File: config.mk
export PLATFORM = sky130hd
export DESIGN_NAME = uart_rx_ctrl
export DESIGN_NICKNAME = d
export VERILOG_FILES = /design/src/rtl/uart_pkg.sv /design/src/rtl/uart_rx_fifo.sv /design/src/rtl/uart_rx_ctrl.sv
export SDC_FILE = /design/constraint.sdc
export NUM_CORES = 1
export LEC_CHECK = 0
export BUFFER_PORTS_ARGS = -buffer_cell sky130_fd_sc_hd__buf_4
export CAP_MARGIN = 5
export CORE_ASPECT_RATIO = 0.7
export CORE_MARGIN = 1
export CORE_UTILIZATION = 40
export DETAILED_ROUTE_END_ITERATION = 7
export HOLD_SLACK_MARGIN = 0.12
export PLACE_DENSITY = 0.69
export REMOVE_ABC_BUFFERS = 1
export SLEW_MARGIN = 30
export SYNTH_ARGS = -nofsm -noshare
export SYNTH_HDL_FRONTEND = slang
export SYNTH_SLANG_ARGS = --single-unit
File: constraint.sdc
create_clock -name clk -period 1.8 [get_ports clk]
set_clock_uncertainty 0.1 [all_clocks]
set_input_delay 0.18 -clock clk [delete_from_list [all_inputs] [get_ports clk]]
set_output_delay 0.18 -clock clk [all_outputs]
set_load 0.05 [all_outputs]
File: src/rtl/uart_pkg.sv
// -----------------------------------------------------------------------------
// uart_pkg
// Shared definitions for the UART receive controller slice.
//   - Default widths for payload, FIFO address and baud divisor.
//   - Capture-state encoding used by uart_rx_ctrl.
// -----------------------------------------------------------------------------
package uart_pkg;

  localparam int DATA_BITS_DEF = 8;   // payload bits per frame
  localparam int ADDR_BITS_DEF = 2;   // FIFO depth = 2**ADDR_BITS_DEF
  localparam int DIV_BITS_DEF  = 11;  // baud divisor width

  // Frame capture progress: waiting for the parity verdict, or parity seen
  // and waiting for the end-of-frame pulse.
  typedef enum logic [0:0] {
    WAIT_PAR  = 1'b0,
    WAIT_DONE = 1'b1
  } cap_state_e;

endpackage

File: src/rtl/uart_rx_fifo.sv
// -----------------------------------------------------------------------------
// uart_rx_fifo
// Show-ahead FIFO holding received frames ({err, data}) for the consumer.
//
// Ports
//   clk        in   clock, all logic on posedge
//   Reset      in   synchronous active-high reset (pointers and level only)
//   push       in   write request; accepted if not full or popping same cycle
//   push_data  in   entry to store
//   pop        in   consumer ready; a pop only happens when valid
//   head       out  head entry, forced to zero while empty
//   valid      out  FIFO not empty
//   full       out  FIFO holds 2**Addr_bits entries
//   level      out  stored entry count
// -----------------------------------------------------------------------------
module uart_rx_fifo #(
  parameter int Width     = 9,
  parameter int Addr_bits = 2
) (
  input  logic                 clk,
  input  logic                 Reset,
  input  logic                 push,
  input  logic [Width-1:0]     push_data,
  input  logic                 pop,
  output logic [Width-1:0]     head,
  output logic                 valid,
  output logic                 full,
  output logic [Addr_bits:0]   level
);

  localparam int Depth = 2 ** Addr_bits;

  logic [Width-1:0]     mem [Depth];
  logic [Addr_bits-1:0] wr_ptr;
  logic [Addr_bits-1:0] rd_ptr;
  logic                 do_push;
  logic                 do_pop;

  assign valid = (level != '0);
  assign full  = (level == (Addr_bits+1)'(Depth));

  // Popping an empty FIFO does nothing; a full FIFO still accepts a push when
  // the head leaves in the same cycle (the write lands in the slot being freed).
  assign do_pop  = pop & valid;
  assign do_push = push & (~full | do_pop);

  // Zero the head while empty so the read port is clean after reset.
  assign head = valid ? mem[rd_ptr] : '0;

  // NOTE: storage has no reset; only pointers and level define what is valid,
  // which keeps the array a plain RAM without a reset network.
  always_ff @(posedge clk) begin
    if (do_push) begin
      mem[wr_ptr] <= push_data;
    end
  end

  // Pointers are exactly Addr_bits wide, so increments wrap modulo the depth.
  always_ff @(posedge clk) begin
    if (Reset) begin
      wr_ptr <= '0;
      rd_ptr <= '0;
      level  <= '0;
    end else begin
      if (do_push) wr_ptr <= wr_ptr + 1'b1;
      if (do_pop)  rd_ptr <= rd_ptr + 1'b1;
      case ({do_push, do_pop})
        2'b10:   level <= level + 1'b1;
        2'b01:   level <= level - 1'b1;
        default: level <= level;
      endcase
    end
  end

endmodule

File: src/rtl/uart_rx_ctrl.sv
// -----------------------------------------------------------------------------
// uart_rx_ctrl
// Control wrapper around a UART receiver: generates the oversampling tick,
// pairs each frame with its parity verdict and queues {err, data} in a
// show-ahead FIFO with sticky overrun and an optional parity-error counter.
//
// Build option
//   UART_RX_CTRL_ERRCNT_EN  defined: err_count is a saturating 8-bit count of
//                           frames completed with a parity error (accepted
//                           or dropped). Undefined: err_count is tied to 0.
//
// Ports
//   clk           in   clock, all logic on posedge
//   Reset         in   synchronous active-high reset
//   en            in   block enable (gates tick counter and frame capture)
//   divisor       in   s_ticks period minus one, in clk cycles
//   s_ticks       out  one-cycle oversampling tick to the receiver
//   rx_done_tick  in   frame-complete pulse from the receiver
//   rx_data       in   received payload, valid with rx_done_tick
//   parity_ok     in   one-cycle parity-match pulse before rx_done_tick
//   rd_data       out  FIFO head payload
//   rd_err        out  parity-error flag of the FIFO head
//   rd_valid      out  FIFO not empty
//   rd_ready      in   consumer accepts head
//   overrun       out  sticky frame-dropped flag
//   clr_overrun   in   clears overrun (a same-cycle drop wins)
//   err_count     out  saturating parity-error count
//   fifo_level    out  stored entry count
// -----------------------------------------------------------------------------
module uart_rx_ctrl
  import uart_pkg::*;
#(
  parameter int Data_bits = DATA_BITS_DEF,
  parameter int Addr_bits = ADDR_BITS_DEF,
  parameter int Div_bits  = DIV_BITS_DEF
) (
  input  logic                 clk,
  input  logic                 Reset,
  input  logic                 en,
  input  logic [Div_bits-1:0]  divisor,
  output logic                 s_ticks,
  input  logic                 rx_done_tick,
  input  logic [Data_bits-1:0] rx_data,
  input  logic                 parity_ok,
  output logic [Data_bits-1:0] rd_data,
  output logic                 rd_err,
  output logic                 rd_valid,
  input  logic                 rd_ready,
  output logic                 overrun,
  input  logic                 clr_overrun,
  output logic [7:0]           err_count,
  output logic [Addr_bits:0]   fifo_level
);

  localparam logic [0:0] ST_WAIT_PAR  = WAIT_PAR;
  localparam logic [0:0] ST_WAIT_DONE = WAIT_DONE;

  // ---------------------------------------------------------------------------
  // Oversampling tick generator
  // ---------------------------------------------------------------------------
  // The divisor is sampled into div_q only at a wrap (or while idle), so a
  // change mid-period never strands the counter above a smaller new limit.
  logic [Div_bits-1:0] tick_cnt;
  logic [Div_bits-1:0] div_q;

  // NOTE: sequential state uses non-blocking assignments so every register
  // sees pre-edge values regardless of statement order.
  always_ff @(posedge clk) begin
    if (Reset || !en) begin
      tick_cnt <= '0;
      div_q    <= divisor;
      s_ticks  <= 1'b0;
    end else if (tick_cnt == div_q) begin
      tick_cnt <= '0;
      div_q    <= divisor;
      s_ticks  <= 1'b1;
    end else begin
      tick_cnt <= tick_cnt + 1'b1;
      s_ticks  <= 1'b0;
    end
  end

  // ---------------------------------------------------------------------------
  // Frame capture FSM
  // ---------------------------------------------------------------------------
  logic [0:0] state;
  logic       par_seen;
  logic       push;
  logic       err;

  assign push = en & rx_done_tick;
  // parity_ok arriving in the same cycle as rx_done_tick still counts.
  assign err  = ~(par_seen | parity_ok);

  always_ff @(posedge clk) begin
    if (Reset || !en) begin
      state    <= ST_WAIT_PAR;
      par_seen <= 1'b0;
    end else if (rx_done_tick) begin
      state    <= ST_WAIT_PAR;
      par_seen <= 1'b0;
    end else if (state == ST_WAIT_PAR && parity_ok) begin
      state    <= ST_WAIT_DONE;
      par_seen <= 1'b1;
    end
  end

  // ---------------------------------------------------------------------------
  // Frame FIFO
  // ---------------------------------------------------------------------------
  logic [Data_bits:0] head;
  logic               fifo_full;
  logic               drop;

  uart_rx_fifo #(
    .Width     (Data_bits + 1),
    .Addr_bits (Addr_bits)
  ) u_fifo (
    .clk       (clk),
    .Reset     (Reset),
    .push      (push),
    .push_data ({err, rx_data}),
    .pop       (rd_ready),
    .head      (head),
    .valid     (rd_valid),
    .full      (fifo_full),
    .level     (fifo_level)
  );

  assign rd_err  = head[Data_bits];
  assign rd_data = head[Data_bits-1:0];

  // When full, rd_valid is necessarily high, so rd_ready alone frees a slot.
  assign drop = push & fifo_full & ~rd_ready;

  always_ff @(posedge clk) begin
    if (Reset) begin
      overrun <= 1'b0;
    end else if (drop) begin
      overrun <= 1'b1;
    end else if (clr_overrun) begin
      overrun <= 1'b0;
    end
  end

  // ---------------------------------------------------------------------------
  // Parity-error counter (optional)
  // ---------------------------------------------------------------------------
`ifdef UART_RX_CTRL_ERRCNT_EN
  always_ff @(posedge clk) begin
    if (Reset) begin
      err_count <= '0;
    end else if (push && err && err_count != 8'hFF) begin
      err_count <= err_count + 1'b1;
    end
  end
`else
  assign err_count = '0;
`endif

endmodule

Yosys cells after proc, flatten, opt, wreduce, memory -nomap -nowiden
Memory sizes are Yosys's and may differ from the RTL's. A register that Yosys moved wholly into a read port is not among the register bits.
Cells that the tools add are included.

cells by class
  add/subtract/negate cells = 5
  $mul = 0
  div/mod/pow operators = 0
  $lt $le $gt $ge = 0
  equality and inequality tests = 4
  shift operators = 0
  multiplexer cells = 11
  bitwise logic cells = 11
  reductions and logical operators = 9

operators by type and width
  kind                                                                number
  11-bit two-way mux                                                  2
  11-bit by 1-bit adder with 11-bit output, second input constant     1
  11-bit == test                                                      1
  9-bit two-way mux                                                   1
  3-bit case mux with 2 select lines                                  1
  2-bit nonzero test                                                  3
  1-bit AND                                                           5
  1-bit two-way mux                                                   5
  2-bit by 1-bit adder with 2-bit output, second input constant       2
  2-bit two-way mux                                                   2
  1-bit inverter                                                      4
  2-bit OR reduction                                                  2
  3-bit by 1-bit adder with 3-bit output, second input constant       1
  3-bit == test, second input constant                                1
  3-bit nonzero test                                                  1
  3-bit by 1-bit subtractor with 3-bit output, second input constant  1
  2-bit by 1-bit == test with 1-bit output, second input constant     1
  2-bit == test, second input constant                                1
  1-bit OR                                                            2
  1-bit logical AND                                                   1
  1-bit logical NOT                                                   1
  1-bit logical OR                                                    1

word-level totals
  flip-flop bits (word level) = 32
  bits in latches = 0
  memory bits (writable) = 36
  bits in read-only memories = 0
  input bits = 26
  output and inout bits = 23
  logic and storage cells = 49
  memories = 1

memory list
  name        depth  width  rd ports  clocked after Yosys merged registers in  write ports  RTL line            RTL
  u_fifo.mem  4      9      1         1                                        1            uart_rx_fifo.sv:33  logic [Width-1:0] mem [Depth];

Depth between registers and ports, before layout
Gate-level depths: netlist of the first run.

  depth in word-level cells = 6
  gate-level depth with buffers = 7
  mapped depth without buffers = 6

Modules after synthesis
From an unflattened synthesis of the first run, not the netlist that was laid out.

unflattened totals
  cells, all modules = 218
  area total of the unflattened synthesis = 3,060.4 um^2

by module, submodules not included
  module        instances  cells an instance  area an instance (um^2)  sequential area each (um^2)
  uart_rx_fifo  1          122                1,930.6                  1,261.2
  uart_rx_ctrl  1          96                 1,129.8                  610.6

Worst setup path before layout of the first run
No wires, ideal clock.

  path kind = register -> register
  from = register u_fifo.level[1]
  to = register u_fifo.level[2]
  library setup time = 0.134 ns
  arrival = 2.142 ns
  data required time = 1.566 ns
  setup slack = -0.576 ns
  cell stages (with the launch flop) = 8
  path buffers = 1
  clock period less this slack = 2.376 ns
  cells stage by stage = dfxtp_1 buf_2 or3_4 nand3_2 fa_1 or3_1 a31oi_1 a21oi_1

between the ends
  word-level cells in the longest chain between the ends = 6
  elaborated cells on any way between the ends = 12
  classes of those cells = add/sub (2); eq/ne (3); mux (1); bitwise (4); reduce/logical (2)

RTL lines
  what                                                                       RTL line                                RTL
  from (decl)                                                                uart_rx_fifo.sv:28                      output logic [Addr_bits:0] level
  from (signal assigned)                                                     uart_rx_fifo.sv:68                      2'b10: level <= level + 1'b1;
  from (signal assigned)                                                     uart_rx_fifo.sv:69                      2'b01: level <= level - 1'b1;
  from (signal assigned)                                                     uart_rx_fifo.sv:70                      default: level <= level;
  3-bit nonzero test or 3-bit == test (tied branches)                        uart_rx_fifo.sv:39, uart_rx_fifo.sv:40
  1-bit AND or 1-bit inverter (tied branches)                                uart_rx_fifo.sv:44, uart_rx_fifo.sv:45
  1-bit OR                                                                   uart_rx_fifo.sv:45                      assign do_push = push & (~full | do_pop);
  1-bit AND                                                                  uart_rx_fifo.sv:45
  2-bit by 1-bit == test with 1-bit output or 2-bit == test (tied branches)  uart_rx_fifo.sv:67                      case ({do_push, do_pop})
  3-bit case mux with 2 select lines or 2-bit nonzero test (tied branches)   n/a

Several ways; a longest one is shown, not always the timed one.
A chain may end at the register's enable or synchronous reset.

==> metrics, run 1 <==
std cell rows=26; Syn-to-layout area delta=39.2%; number of synthesized flops with an enable pin=47; H-Tree Depth=3; Synth Instances=216; die footprint=7860 sq um; GR Overflow Total=0; Max Root-Sink Buffers=2; Via density=4.62; clk root buf=clkbuf_8; Worst Path Arrival=1670 ps; CTS buffer count=9; Lkg Pwr=0.00152 uW; final setup fails=9; unrepaired setup endpoints after global routing=true; sequential fraction of the synthesis area=0.624; via count=1,881; Routed Antenna Nets=0; first-pass GRT wire length=8.43 mm; routed wire length=5.48 mm; synthesized cell area=3000 sq um; Top Ports=49; Cell Pwr Density=1050 nW/um^2; Final Hold Fails=0; antenna violations before repair=0; status=finished with violations; crit path launch type=flip-flop; post-route clock period utilization=1.08; CP delay by family, top=multiplexers; Async S/R FF share, synth=0; gpl congestion=0.734; CP Max Fanout=5; clk slew on worst S/H paths=80 ps; fin util=0.573; min Tclk post-route=1950 ps; Worst-Skew Late Latency=340 ps; Post-route DRC=0; post-synthesis area per instance=13.9 sq um; setup_tns=-1130 ps; critical path required time=1520 ps; layout cells sized above 1=0.379; yosys warns=0; Die Span Y=74.5 um; Buf+Inv Stages, Crit Path=2; commonest cells after routing, fill and taps aside=49 x buf_4, 47 x edfxtp_1, 25 x dlygate4sd3_1; ant diodes=0; most common flop cell mapped by yosys=edfxtp_1; failing checks=setup timing; DR pass1 iterations=4; slowest CP cell=mux4_2; CTS tree=built; Seq cells post-synth=70; Slew Limit Fails=0; die width=106 um; CP endpoint kind=output pin; CTS sink count=70; CP peak stage delay=510 ps; starting density of the core=0.412; most common cell after layout, fill and taps aside=buf_4; port bufs=40; largest net degree at the start of global routing=23; Iter 0 DRT Violations=51; Critical Path, Cell by Cell=buf_12, mux4_2, and2_4, buf_8; drt wl/cell=13.5 um; fin nets=336; Min-Delay Path Class=in -> reg; Fmax=512 MHz; vias in the first global route=1,736; Peak VDD IR=0.000522 V; core area=7290 sq um; final worst slack=-152 ps; GRT Total Usage=0.146; detailed placement HPWL=3.52 mm; max cap viols=0; critical path class=reg -> out; Pwr Total=4390 uW; synth unique cells=41
==> cell usage after synthesis (2+ instances only) <==
master / n / area (sq um)
edfxtp_1: 47 / 1410
dfxtp_1: 23 / 460
nor2_1: 20 / 75.1
xnor2_1: 20 / 175
and2_1: 13 / 81.3
buf_4: 9 / 67.6
mux4_2: 9 / 203
inv_1: 8 / 30.0
nand2_1: 8 / 30.0
nand3_1: 7 / 35.0
ha_1: 5 / 62.6
nor3_1: 4 / 20.0
xor2_1: 4 / 35.0
buf_2: 3 / 15.0
clkbuf_1: 3 / 11.3
a21o_1: 2 / 15.0
a21oi_1: 2 / 10.0
buf_6: 2 / 22.5
nand3_2: 2 / 20.0
nand4_1: 2 / 12.5
nor4_1: 2 / 12.5
o221ai_1: 2 / 17.5
==> registers in the layout (all words and copies together) (netlist names), named ones only <==
name and cells:
u_fifo.mem 36, u_fifo.wr_ptr 2, u_fifo.level 3, par_seen 1
overrun 1, tick_cnt 11, u_fifo.rd_ptr 2, div_q 11
s_ticks 1
==> per-layer routing <==
metal	vias up	part of all wire	global-route usage
met5	-	0	0
met4	0	0.0089	0.0602
met3	4	0.036	0.0491
met2	34	0.47	0.235
met1	909	0.49	0.184
li1	934	-	-
==> layout make-up <==
class / instances / area, sq um
tap: 98 / 123
clock buffer: 11 / 153
fill: 590 / 3110
clock inverter: 5 / 81.3
timing repair buffer: 87 / 826
inverter: 8 / 30.0
multi-input combinational: 128 / 1080
sequential: 70 / 1880
==> worst register-to-register path: stages (launching register included) <==
cell and delay [ps]:
dfxtp_2 360, or3_4 130, nand3_2 90, fa_2 350, or3_4 380, a21o_1 180, a21oi_2 110
==> path summary, 6_finish.rpt <==
path	startpoint	endpoint	slack, ps	cells past startpoint
worst min register to register	tick_cnt[0]	tick_cnt[0]	380	1
worst max-delay path	flip-flop	rd_err	-150	4
worst max register to register	u_fifo.level[2]	u_fifo.level[2]	40	6
worst min-delay path	rd_ready	flip-flop	170	4
==> timing repair <==
item,4_1_cts,5_1_grt
gates resized for setup,31,16
pin swaps,4,6
hold buffers,25,0
endpoints found under the setup margin,25,51
cloned,1,1
setup buffers,0,2
hold endpoints to repair,59,0
==> logic make-up after synthesis <==
| group | Yosys count | synth area share |
|---|---|---|
| muxes | 9 | 0.0676 |
| DFF | 70 | 0.624 |
| xor gates and xnor gates | 24 | 0.0701 |
| and+or+nand+nor | 65 | 0.117 |
| adders and majority gates | 6 | 0.0275 |
| other | 1 | 0.00125 |
| buffers and inverters | 25 | 0.0488 |
| AOI/OAI and AO/OA | 16 | 0.0438 |
==> stage by stage <==
step	hold WS [ps]	setup slack (ps)	std cells	area (sq um)
6_report	170	-152	407	4180
5_1_grt	184	-205	407	4180
4_1_cts	156	-175	404	4100
3_5_place_dp	259	-82.3	362	3490
3_3_place_gp	258	-23.3	362	3490
2_1_floorplan	145	-709	206	2910
==> power breakdown <==
part / leakage (uW) / internal, uW / switching, uW
Combinational: 0.000781 / 528 / 583
Sequential: 0.000628 / 1790 / 44.1
Clock: 0.000115 / 865 / 580
Total: 0.00152 / 3180 / 1210
Note: power is estimated with default switching activity, not from simulation.
==> inputs of run 2 (changes only) <==
--- a/config.mk
+++ b/config.mk
@@ -12,7 +12,7 @@
 export CORE_UTILIZATION = 40
 export DETAILED_ROUTE_END_ITERATION = 7
 export HOLD_SLACK_MARGIN = 0.12
-export PLACE_DENSITY = 0.69
+export PLACE_DENSITY = 0.67
 export REMOVE_ABC_BUFFERS = 1
 export SLEW_MARGIN = 30
 export SYNTH_ARGS = -nofsm -noshare
==> constraint.sdc (replaced) <==
create_clock -name clk -period 2.4 [get_ports clk]
set_clock_uncertainty 0.1 [all_clocks]
set_input_delay 0.24 -clock clk [delete_from_list [all_inputs] [get_ports clk]]
set_output_delay 0.24 -clock clk [all_outputs]
set_load 0.05 [all_outputs]
==> run 2 against run 1 <==
The flow now finishes without violations. Core utilization shrank 4.5 points. Critical endpoint is now u_fifo.level[2]. Via count down 3.7%. Critical path type is now in -> reg. Wire length is 3.0% lower.
==> metrics, run 2 (same netlist as run 1, synthesis figures left out) <==
layout cells sized above 1=0.267 (was 0.379); fin nets=319 (was 336); port bufs=40 (unchanged); slowest CP cell=dlygate4sd3_1 (was mux4_2); die width=106 um (unchanged); clk slew on worst S/H paths=90 ps (was 80 ps); Psw=901 uW (was 1210 uW); CTS resizes=0 (was 31); die footprint=7860 sq um (unchanged); first-pass GRT wire length=8.27 mm (was 8.43 mm); CTS buffer count=9 (unchanged); Routed Antenna Nets=0 (unchanged); status=finished clean (was finished with violations); Via density=4.64 (was 4.62); largest net degree at the start of global routing=23 (unchanged); Post-route DRC=0 (unchanged); final setup fails=0 (was 9); critical path class=in -> reg (was reg -> out); ant diodes=0 (unchanged); GR Overflow Total=0 (unchanged); detailed placement HPWL=3.49 mm (was 3.52 mm); Slew Limit Fails=0 (unchanged); switching part of the total=0.291 (was 0.275); routed wire length=5.32 mm (was 5.48 mm); CP delay by family, top=simple AND/OR/NAND/NOR gates (was multiplexers); Fin Hold WS=205 ps (was 170 ps); via count=1,811 (was 1,881); max cap viols=0 (unchanged); most common cell after layout, fill and taps aside=edfxtp_1 (was buf_4); internal power=2200 uW (was 3180 uW); Iter 0 DRT Violations=76 (was 51); fill cell total of the finished layout=599 (was 590); Peak VDD IR=0.000368 V (was 0.000522 V); antenna violations before repair=0 (unchanged); Lkg Pwr=0.00136 uW (was 0.00152 uW); combinational share of power=0.213 (was 0.253); vias in the first global route=1,727 (was 1,736); setup_tns=0 ps (was -1130 ps); starting density of the core=0.412 (unchanged); critical path required time=2540 ps (was 1520 ps); max FFs per register=36 (unchanged); H-Tree Depth=3 (unchanged); core area=7290 sq um (unchanged); Final Hold Fails=0 (unchanged); CP peak stage delay=540 ps (was 510 ps); most flop-heavy register=u_fifo.mem (unchanged); drt wl/cell=13.6 um (was 13.5 um); clock power share=0.346 (was 0.329); biggest regs=u_fifo.mem: 36 flops, div_q: 11 flops, tick_cnt: 11 flops (unchanged); DR pass1 iterations=4 (unchanged); Die Span Y=74.5 um (unchanged); commonest cells after routing, fill and taps aside=47 x edfxtp_1, 45 x buf_4, 25 x dlygate4sd3_1 (was 49 x buf_4, 47 x edfxtp_1, 25 x dlygate4sd3_1); Worst-Skew Late Latency=350 ps (was 340 ps); Syn-to-layout area delta=28.2% (was 39.2%); Min-Delay Path Class=in -> reg (unchanged); GRT Total Usage=0.146 (about the same); min Tclk post-route=2250 ps; gpl congestion=0.722 (was 0.734); crit path launch type=input pin (was flip-flop); unrepaired setup endpoints after global routing=false (was true); Max Root-Sink Buffers=2 (unchanged); Cell Pwr Density=805 nW/um^2 (was 1050 nW/um^2); clk root buf=clkbuf_8 (unchanged); Fmax=445 MHz; CP Max Fanout=7 (was 5); Critical Path, Cell by Cell=dlygate4sd3_1, buf_4, nand2_1, nand3_2, fa_1, or3_1, a31oi_1, a21oi_1 (was buf_12, mux4_2, and2_4, buf_8); Buf+Inv Stages, Crit Path=2 (unchanged); Top Ports=49 (unchanged); CTS sink count=70 (unchanged); CTS tree=built (unchanged); Worst Path Arrival=2380 ps (was 1670 ps); post-route clock period utilization=0.937; std cell rows=26 (unchanged); Post-CTS Setup Inserts=0 (unchanged); CP endpoint kind=flip-flop (was output pin); Flop pwr share=0.441 (was 0.418)
-- run 2: cell types whose count changed in the layout (fill, tap and decap cells not counted), moves of 3 or more --
cell	delta
dfxtp_1	+4
buf_6	-4
inv_6	+3
and2_4	-13
buf_4	-4
buf_8	-6
and2_1	+13
-- run 2: what timing repair did --
item,in CTS,in global routing
hold buffers,25,0
endpoints found under the hold margin,59,0
setup endpoints to repair,0,0
-- run 2: tightest hold or removal path, stage by stage --
cell	delay, ps
buf_4	160
nand2_1	80
xor2_1	70
nor2_1	70
-- run 2: final cells by class --
type	instances	area, sq um	area share
timing repair buffer	70	588	0.153
multi-input combinational	128	1010	0.262
sequential	70	1870	0.487
clock inverter	7	103	0.0267
tap	98	123	0.0319
clock buffer	9	124	0.0322
inverter	8	30.0	0.00780
-- run 2: metrics by stage --
step	power [uW]	area [sq um]	setup slack [ps]	util	std cells
after floorplan	1830	2910	-109	-	206
after global placement	2020	3370	355	0.463	349
after detailed placement	2020	3370	278	0.463	349
after CTS	3130	3850	174	0.528	390
after global routing	3220	3850	51.0	0.528	390
final	3100	3850	152	0.528	390
-- run 2: power groups by stage --
| stage | clock [uW] | combinational (uW) | sequential (uW) |
|---|---|---|---|
| final | 1070 | 659 | 1370 |
| after global routing | 1150 | 704 | 1370 |
| after floorplan | 0 | 388 | 1440 |
| after CTS | 1100 | 663 | 1370 |
| after detailed placement | 0 | 630 | 1390 |
| after global placement | 0 | 624 | 1390 |
-- run 2: per-layer routing --
| metal | part of all wire | global-route usage | vias up |
|---|---|---|---|
| met5 | 0 | 0 | - |
| met2 | 0.49 | 0.243 | 37 |
| li1 | - | - | 907 |
| met1 | 0.45 | 0.175 | 860 |
| met4 | 0.013 | 0.0602 | 0 |
| met3 | 0.045 | 0.0561 | 7 |
-- run 2: worst paths after layout --
path	start	to	slack, ps	cells after the start
min reg2reg	tick_cnt[0]	tick_cnt[0]	400	1
max	rx_done_tick	u_fifo.level[2]	150	8
max reg2reg	u_fifo.level[2]	u_fifo.level[2]	280	6
min	rd_ready	u_fifo.rd_ptr[0]	200	4
==> inputs of run 3 (changes only) <==
--- a/config.mk
+++ b/config.mk
@@ -7,7 +7,6 @@
 export LEC_CHECK = 0
 export BUFFER_PORTS_ARGS = -buffer_cell sky130_fd_sc_hd__buf_4
 export CAP_MARGIN = 5
-export CORE_ASPECT_RATIO = 0.7
 export CORE_MARGIN = 1
 export CORE_UTILIZATION = 40
 export DETAILED_ROUTE_END_ITERATION = 7
==> constraint.sdc (replaced) <==
create_clock -name clk -period 2.3 [get_ports clk]
set_clock_uncertainty 0.1 [all_clocks]
set_input_delay 0.23 -clock clk [delete_from_list [all_inputs] [get_ports clk]]
set_output_delay 0.23 -clock clk [all_outputs]
set_load 0.05 [all_outputs]
==> run 3 against run 2 <==
First-iteration DRC count up 11%. Worst hold slack worse by 3.9 ps. Register-to-register slack lost 80 ps. Total power grew 0.42%. Sequential share of layout area grew 0.35 points. Largest power group unchanged.
==> metrics, run 3 (same netlist as run 1, synthesis figures left out) <==
status=finished clean (unchanged); CP Max Fanout=5 (was 7); core area=7250 sq um (was 7290 sq um); final setup fails=0 (unchanged); slowest CP cell=dlygate4sd3_1 (unchanged); max layer used=met4 (unchanged); Area after DPL=3360 sq um (was 3370 sq um); Max Root-Sink Buffers=2 (unchanged); Cell Pwr Density=814 nW/um^2 (was 805 nW/um^2); critical path required time=2440 ps (was 2540 ps); via count=1,808 (was 1,811); most flop-heavy register=u_fifo.mem (unchanged); Flop pwr share=0.462 (was 0.441); internal power=2180 uW (was 2200 uW); most common cell after layout, fill and taps aside=edfxtp_1 (unchanged); gpl congestion=0.734 (was 0.722); fin area=3820 sq um (was 3850 sq um); DR pass1 iterations=4 (unchanged); ant diodes=0 (unchanged); Layout Cells excl Fill=390 (unchanged); CTS tree=built (unchanged); Syn-to-layout area delta=27.3% (was 28.2%); die width=88.6 um (was 106 um); H-Tree Depth=3 (unchanged); biggest regs=u_fifo.mem: 36 flops, div_q: 11 flops, tick_cnt: 11 flops (unchanged); clock power share=0.323 (was 0.346); GR Overflow Total=0 (unchanged); CP endpoint kind=flip-flop (unchanged); crit path launch type=input pin (unchanged); unrepaired setup endpoints after global routing=false (unchanged); antenna violations before repair=0 (unchanged); fin util=0.527 (was 0.528); DP Cell Count=349 (unchanged); Die Span Y=88.6 um (was 74.5 um); Lkg Pwr=0.00135 uW (was 0.00136 uW); std cell rows=31 (was 26); Final Hold Fails=0 (unchanged); starting density of the core=0.414 (was 0.412); largest net degree at the start of global routing=23 (unchanged); Worst Path Arrival=2260 ps (was 2380 ps); clk slew on worst S/H paths=80 ps (was 90 ps); detailed placement HPWL=3.17 mm (was 3.49 mm); Peak VDD IR=0.000363 V (was 0.000368 V); switching part of the total=0.299 (was 0.291); commonest cells after routing, fill and taps aside=47 x edfxtp_1, 44 x buf_4, 25 x dlygate4sd3_1 (was 47 x edfxtp_1, 45 x buf_4, 25 x dlygate4sd3_1); routed wire length=4.87 mm (was 5.32 mm); first-pass GRT wire length=7.68 mm (was 8.27 mm); Fmax=472 MHz; fin nets=318 (was 319); Via density=4.64 (about the same); clk root buf=clkbuf_8 (unchanged); Slew Limit Fails=0 (unchanged); CP peak stage delay=540 ps (about the same); layout cells sized above 1=0.265 (was 0.267); metal2 WL=2.46 mm (was 2.61 mm); Top Ports=49 (unchanged); Fin Hold WS=201 ps (was 205 ps); post-route clock period utilization=0.922; Iter 0 DRT Violations=84 (was 76); drt wl/cell=12.5 um (was 13.6 um); critical path class=in -> reg (unchanged); max FFs per register=36 (unchanged); Post-route DRC=0 (unchanged); combinational share of power=0.215 (was 0.213); CTS resizes=0 (unchanged); WL met3=160 um (was 242 um); Critical Path, Cell by Cell=dlygate4sd3_1, buf_4, nand2_1, nand3_2, fa_1, or3_1, a31oi_1, a21oi_1 (unchanged); Worst-Skew Late Latency=340 ps (was 350 ps); CTS buffer count=9 (unchanged); die footprint=7850 sq um (was 7860 sq um); Min-Delay Path Class=in -> reg (unchanged); cts hold-fix bufs=25 (unchanged); wire length on met1=2.16 mm (was 2.40 mm); max cap viols=0 (unchanged); vias in the first global route=1,699 (was 1,727); GRT Total Usage=0.136 (was 0.146); Psw=928 uW (was 901 uW); Post-CTS Setup Inserts=0 (unchanged); CTS sink count=70 (unchanged); min Tclk post-route=2120 ps; Routed Antenna Nets=0 (unchanged); port bufs=40 (unchanged)
## run 3: cell types whose count changed in the layout (fill, tap and decap cells not counted), sizes merged
cell    previous run  this run
clkinv             1         3
buf               45        44
bufinv             2         1
inv               11        10
## run 3: layout make-up
cell class / count / area, sq um
clock buffer: 9 / 124
clock inverter: 7 / 81.3
fill: 595 / 3430
inverter: 8 / 30.0
multi-input combinational: 128 / 1010
sequential: 70 / 1870
tap: 99 / 124
timing repair buffer: 69 / 581
## run 3: worst paths after layout
check | from | endpoint | slack [ps] | depth (start not counted)
setup / recovery | rx_done_tick | u_fifo.level[2] | 180 | 8
hold / removal | rd_ready | flip-flop | 200 | 4
setup reg to reg | u_fifo.level[0] | u_fifo.level[2] | 200 | 6
hold reg to reg | tick_cnt[0] | tick_cnt[0] | 390 | 1
## run 3: critical path, delay by kind of cell
kind | cells | cell delay, ps
compound gates | 2 | 260
buf+inv | 2 | 690
fa+ha+maj | 1 | 430
simple gates | 3 | 650
## run 3: power groups by stage
stage | registers (uW) | clock network (uW) | logic [uW]
4_1_cts | 1440 | 1030 | 679
6_report | 1440 | 1000 | 669
3_3_place_gp | 1460 | 0 | 636
2_1_floorplan | 1500 | 0 | 404
3_5_place_dp | 1470 | 0 | 645
5_1_grt | 1440 | 1080 | 727
## run 3: metal layers
layer / up-vias / track usage
met5: - / 0
met4: 0 / 0.0836
met3: 8 / 0.0364
met2: 43 / 0.222
met1: 860 / 0.162
li1: 897 / -
## run 3: through the flow
stage                     setup WS (ps)  power [uW]  setup TNS [ps]
final                               181        3110               0
after global routing               96.7        3250               0
after CTS                           184        3150               0
after detailed placement            223        2110               0
after global placement              255        2100               0
after floorplan                    -209        1910            -209
